## config.mk

```make
export PLATFORM = sky130hd
export DESIGN_NAME = pc_fetch_ctrl
export DESIGN_NICKNAME = d
export VERILOG_FILES = /design/src/rtl/pc_fetch_ctrl.sv
export SDC_FILE = /design/constraint.sdc
export NUM_CORES = 1
export LEC_CHECK = 0
export ABC_AREA = 0
export BUFFER_PORTS_ARGS = -buffer_cell sky130_fd_sc_hd__buf_4
export CAP_MARGIN = 25
export CORE_MARGIN = 2
export CORE_UTILIZATION = 49
export CTS_BUF_LIST = sky130_fd_sc_hd__clkbuf_4 sky130_fd_sc_hd__clkbuf_8 sky130_fd_sc_hd__clkbuf_16
export CTS_CLUSTER_SIZE = 40
export DETAILED_ROUTE_END_ITERATION = 8
export GPL_TIMING_DRIVEN = 0
export PLACE_DENSITY = 0.85
export REMOVE_ABC_BUFFERS = 1
export SLEW_MARGIN = 20
export SYNTH_ARGS = -nofsm -noshare
export SYNTH_HDL_FRONTEND = slang
export SYNTH_SLANG_ARGS = --single-unit
```

## constraint.sdc

```tcl
create_clock -name Clk -period 2.35 [get_ports Clk]
set_input_delay 0.1175 -clock Clk [delete_from_list [all_inputs] [get_ports Clk]]
set_output_delay 0.1175 -clock Clk [all_outputs]
set_load 0.01 [all_outputs]
```

## src/rtl/pc_fetch_ctrl.sv

```systemverilog
// Fetch-stage program-counter sequencer with IDLE/RUN/DONE run control.
// Optional link register (call/ret) enabled by defining PC_LINK_EN.
module pc_fetch_ctrl #(
  parameter int unsigned   D          = 12,
  parameter logic [D-1:0]  START_ADDR = '0
) (
  input  logic         Clk,
  input  logic         Reset_n,
  input  logic         start,
  input  logic         stall,
  input  logic         halt,
  input  logic         rel_jump,
  input  logic         branch_taken,
  input  logic [D-1:0] target,
  input  logic         abs_jump,
  input  logic [D-1:0] jump_addr,
`ifdef PC_LINK_EN
  input  logic         call,
  input  logic         ret,
  output logic [D-1:0] link_addr,
`endif
  output logic [D-1:0] prog_ctr,
  output logic         running,
  output logic         done
);

  typedef enum logic [1:0] {
    S_IDLE = 2'd0,
    S_RUN  = 2'd1,
    S_DONE = 2'd2
  } state_e;

  state_e       state_q, state_d;
  logic [D-1:0] pc_q, pc_d;
  logic         running_q, running_d;
  logic         done_q, done_d;
  logic [D-1:0] pc_inc, pc_rel;

`ifdef PC_LINK_EN
  logic [D-1:0] link_q, link_d;
`endif

  // Modular adders; carry out is intentionally dropped.
  assign pc_inc = pc_q + D'(1);
  assign pc_rel = pc_q + target;

  always_ff @(posedge Clk or negedge Reset_n) begin
    if (!Reset_n) begin
      state_q   <= S_IDLE;
      pc_q      <= START_ADDR;
      running_q <= 1'b0;
      done_q    <= 1'b0;
`ifdef PC_LINK_EN
      link_q    <= '0;
`endif
    end else begin
      state_q   <= state_d;
      pc_q      <= pc_d;
      running_q <= running_d;
      done_q    <= done_d;
`ifdef PC_LINK_EN
      link_q    <= link_d;
`endif
    end
  end

  // Next state and next PC, priority order inside RUN.
  always_comb begin
    state_d = state_q;
    pc_d    = pc_q;
`ifdef PC_LINK_EN
    link_d  = link_q;
`endif
    case (state_q)
      S_IDLE, S_DONE: begin
        if (start) begin
          state_d = S_RUN;
          pc_d    = START_ADDR;
        end
      end
      S_RUN: begin
        if (halt) begin
          state_d = S_DONE;
        end else if (!stall) begin
`ifdef PC_LINK_EN
          if (ret) begin
            pc_d = link_q;
          end else if (abs_jump) begin
            pc_d = jump_addr;
          end else if (call) begin
            link_d = pc_inc;
            pc_d   = pc_rel;
          end else if (rel_jump && branch_taken) begin
            pc_d = pc_rel;
          end else begin
            pc_d = pc_inc;
          end
`else
          if (abs_jump) begin
            pc_d = jump_addr;
          end else if (rel_jump && branch_taken) begin
            pc_d = pc_rel;
          end else begin
            pc_d = pc_inc;
          end
`endif
        end
      end
      default: begin
        state_d = S_IDLE;
        pc_d    = START_ADDR;
      end
    endcase
    running_d = (state_d == S_RUN);
    done_d    = (state_d == S_DONE);
  end

  assign prog_ctr = pc_q;
  assign running  = running_q;
  assign done     = done_q;
`ifdef PC_LINK_EN
  assign link_addr = link_q;
`endif

endmodule

```

# --- Yosys cells after proc, flatten, opt, wreduce, memory -nomap -nowiden ---
# Index checks and enable logic that the tools add are counted.
# W data, S select, Z words.
word_totals:
  regBits: 16
  inputBits: 32
  output_inout_bits: 14
op_classes:
  add_sub_neg: 2
  n_eq_ne: 7
  mux: 9
  n_reduce_logical: 4
op_table:
  columns: ["op", "n"]
  rows:
  - ["$mux W12", 5]
  - ["$pmux W12 S2", 1]
  - ["$add A12 B1 Y12 const B", 1]
  - ["$add A12 B12 Y12", 1]
  - ["$ne A2 B2 Y1 const B", 3]
  - ["$eq A2 B1 Y1 const B", 2]
  - ["$eq A2 B2 Y1 const B", 2]
  - ["$mux W2", 2]
  - ["$pmux W2 S2", 1]
  - ["$reduce_and A3 Y1", 1]
  - ["$logic_not A2 Y1", 1]
  - ["$reduce_or A2 Y1", 1]
  - ["$logic_and A1 B1 Y1", 1]

# --- Logic depth before layout (Yosys ltp) ---
logic_depth:
  word_depth: 6
  mapped_depth: 10

# --- Worst setup path before layout ---
# No wires, ideal clock.
synth_path:
  path_kind: "flip-flop to flip-flop"
  startpoint: "reg pc_q[0] (netlist: prog_ctr[0])"
  endpoint: "reg pc_q[10] (netlist: prog_ctr[10])"
  arrival_time_ns: 1.852
  required_ns: 2.280
  setup_slack_ns: 0.428
  stages_incl_launch_ff: 9
  n_path_buf: 0
  cell_sequence: "dfrtp_1 > ha_1 > inv_1 > fa_1 > nand2b_1 > a21oi_1 > o2111ai_1 > a211o_1 > nand3_1"
synth_via:
  elab_chain_cells: 6
synth_rtl:
  columns: ["item", "line_no", "text"]
  rows:
  - ["from (decl)", "34", "logic [D-1:0] pc_q, pc_d;"]
  - ["from (signal assigned)", "58", "pc_q <= pc_d;"]
  - ["$add A12 B1 Y12 or $add A12 B12 Y12 (tied branches)", "44, 45", null]
  - ["$mux W12 (*)", "101", "end else if (rel_jump && branch_taken) begin"]
  - ["$mux W12 (*)", "99", "if (abs_jump) begin"]
  - ["$mux W12 (*)", "84", "end else if (!stall) begin"]
  - ["$mux W12 (*)", "82", "if (halt) begin"]
  - ["$pmux W12 S2 (*)", "74", "case (state_q)"]
# Mark *: on every way between the ends. The rest lies on a longest branch, timed or not. The select of a mux whose other input is x is not followed.
# A chain may end at the register's enable or synchronous reset.

# --- Worst setup path in the final report ---
# Same ends and word-level chain as after synthesis.

==> results by group <==
Run
  • Max-Cap Viols: 0

Drt
  • Via Count: between 1k and 1.5k
  • Post-Route WL: 3.21 mm
  • DRC Markers: 0
  • Router iterations before antenna repair: 4
  • Iteration-0 DRC Markers: 32
  • Post-route ant nets: 0
  • Vias/cell: 5.86
  • WL/cell: between 10 and 15 µm

STA
  • RSZ-0062 raised after global routing: no
  • Setup TNS: 0 ns
  • Tcrit/Tclk final: 0.888
  • Slew Limit Fails: 0
  • Slew margin rel.: 0.370
  • Final Hold Vio Count: 0
  • Final Skew: between 0.003 and 0.004 ns
  • Final min period: 2.09 ns
  • Final setup viols: 0
  • Fmax: about 0.48 GHz
  • WHS: 0.0437 ns
  • Slew of the pin with the lowest slew margin: around 0.94 ns

Floorplanning
  • DIE AREA: 3070 µm²
  • Initial core utilization: 0.518
  • Die width: approximately 55 µm
  • # IOs: 46
  • Die Ht: about 55 µm
  • Site row count: 18
  • Core ar.: between 2000 and 2500 µm²

Critical path
  • Slowest CP cell: fa_1
  • Bufs and invs on worst path: 1
  • Element type at the critical path start: register
  • Worst setup path category: register to register
  • Cells along the critical path: ha_1 -> inv_1 -> fa_1 -> nand2b_1 -> a21oi_1 -> o2111ai_1 -> a211o_1 -> nand3_1
  • CP required: 2.57 ns
  • Worst Setup End Kind: register
  • Reg2reg path depth: 8
  • Top delay family on crit path: compound AO/OA/AOI/OAI gates
  • Critical Path Fanout Max: 3
  • Largest stage delay on the critical path: slightly below 0.4 ns
  • FF-to-FF setup slack: roughly 0.26 ns
  • Worst r2r dst: prog_ctr[10]
  • R2r startpoint: prog_ctr[0]
  • Worst EP arrival: roughly 2.3 ns

Global route
  • Gr usage total: 0.218
  • Vias in the first global route: roughly 1.3k
  • Initial antenna violation count: 0
  • GRT overflow: 0
  • First-pass GRT wire length: between 5 and 6 mm
  • Largest net degree at the start of global routing: 17

Finish
  • Finished Core Util: 0.670
  • Layout cell share with drive strength beyond 1: 0.279
  • ANT cells: 0
  • Layout net count: between 200 and 250
  • Finished Cell Area: 1670 µm²
  • Area delta synth->final: 29.3%

Placed design
  • Detailed Place HPWL: around 2.6 mm
  • Post-DP Area: 1640 µm²
  • Port bufs: between 40 and 50
  • Placer Congestion: roughly 0.83

Hold path
  • HP Start: stall
  • Hold path cells: 2
  • Hold Path End: prog_ctr[2]
  • HP Class: primary input to register

Clock network
  • Setup Fix Bufs, Post-CTS: 0
  • Total CTS buffers: 3
  • Hold Buf Count CTS: 1
  • Clk sinks: 16
  • Clk pin slew, worst setup/hold paths: around 0.090 ns
  • CTS tree: done
  • Clock root buffer: clkbuf_4
  • Max H-tree Level: 1
  • Clk_lat worst skew: 0.29 ns
  • Max clock buf depth: 2
  • CTS resizes: 0

Power and ir drop
  • Power density over cell area: 466 nW/µm²
  • P_leak: 0.000853 µW
  • Max IR drop VDD: approximately 330 µV

Yosys
  • Seq cells post-synth: 16
  • EDFF count, synth: 0
  • Synthesized instance count: about 150
  • Most common flop cell mapped by yosys: dfrtp_1
  • Post-synth top area cell: dfrtp_1
  • Asr flop ratio synth: 1.00
  • Largest cells by area after synthesis: dfrtp_1, ha_1, and3_1
  • Cell area after synthesis: between 1000 and 1500 µm²
  • Unique masters post-synth: 37
  • Register area share after synthesis: 0.309
  • Yosys top cell area share: 0.309
  • Synth Area per Inst: 8.93 µm²
  • Ys Warns: 0

Outcome
  • Outcome: finished clean
how the worst max path moves through the flow:
stage / from / endpoint / depth (start not counted)
2_1_floorplan: prog_ctr[0] / prog_ctr[10] / 8
3_3_place_gp: branch_taken / prog_ctr[10] / 10
3_5_place_dp: branch_taken / prog_ctr[10] / 10
4_1_cts: prog_ctr[0] / prog_ctr[10] / 8
5_1_grt: prog_ctr[0] / prog_ctr[10] / 8
6_report: prog_ctr[0] / prog_ctr[10] / 8
kinds of logic (layout without fill, tap and decap cells):
kind of cell             Yosys count  after routing  synth area share
adder cells (fa/ha/maj)           12             12             0.122
AND/OR/NAND/NOR                   49             49             0.210
flip-flops                        16             16             0.309
multiplexers                       4              4            0.0328
AO/OA/AOI/OAI                     47             47             0.239
XOR/XNOR                           7              7            0.0473
buffers and inverters             10             55            0.0406
cells in the mapped netlist, drive strengths merged (3+ instances only):
cell,n
dfrtp,16
a21oi,11
and3,11
ha,11
nor2,11
a22oi,9
o21ai,9
nand2,7
nand3,7
xor2,7
inv,5
o211ai,4
clkbuf,3
nand2b,3
o31ai,3
cell type report:
cell class                      instances  area [µm²]
Multi-Input combinational cell        119         842
Timing Repair Buffer                   47         353
Inverter                                5        18.8
Tap cell                               30        37.5
Fill cell                             212         826
Clock buffer                            3        22.5
Sequential cell                        16         400
where the power goes:
| part | switching, µW | internal [µW] | total (µW) |
|---|---|---|---|
| logic | 152 | 144 | 296 |
| registers | 28.2 | 309 | 337 |
| clock network | 87.6 | 59.6 | 147 |
| total | 268 | 512 | 780 |
metrics by stage:
stage	cells	total power, µW	setup WS [ns]
2_1_floorplan	140	496	0.426
3_3_place_gp	215	622	0.323
3_5_place_dp	216	638	0.255
4_1_cts	220	782	0.264
5_1_grt	220	829	0.0931
6_report	220	780	0.264
layout by cell type (no fill, tap or decap), drive strengths merged, types with 9 or more instances in the layout:
master,n
a22oi,9
dfrtp,16
buf,46
nor2,11
a21oi,11
o21ai,9
and3,11
ha,11
flip-flops by register name, indices dropped and copies added, names as in the netlist:
name / cells
prog_ctr: 12
running: 1
done: 1
state_q: 2
metal layers:
metal,global-route usage,wire (µm)
met2,0.374,1650
met1,0.268,1320
met4,0.0697,22
met5,0,0
met3,0.0515,220
(Power assumes the default switching activity.)
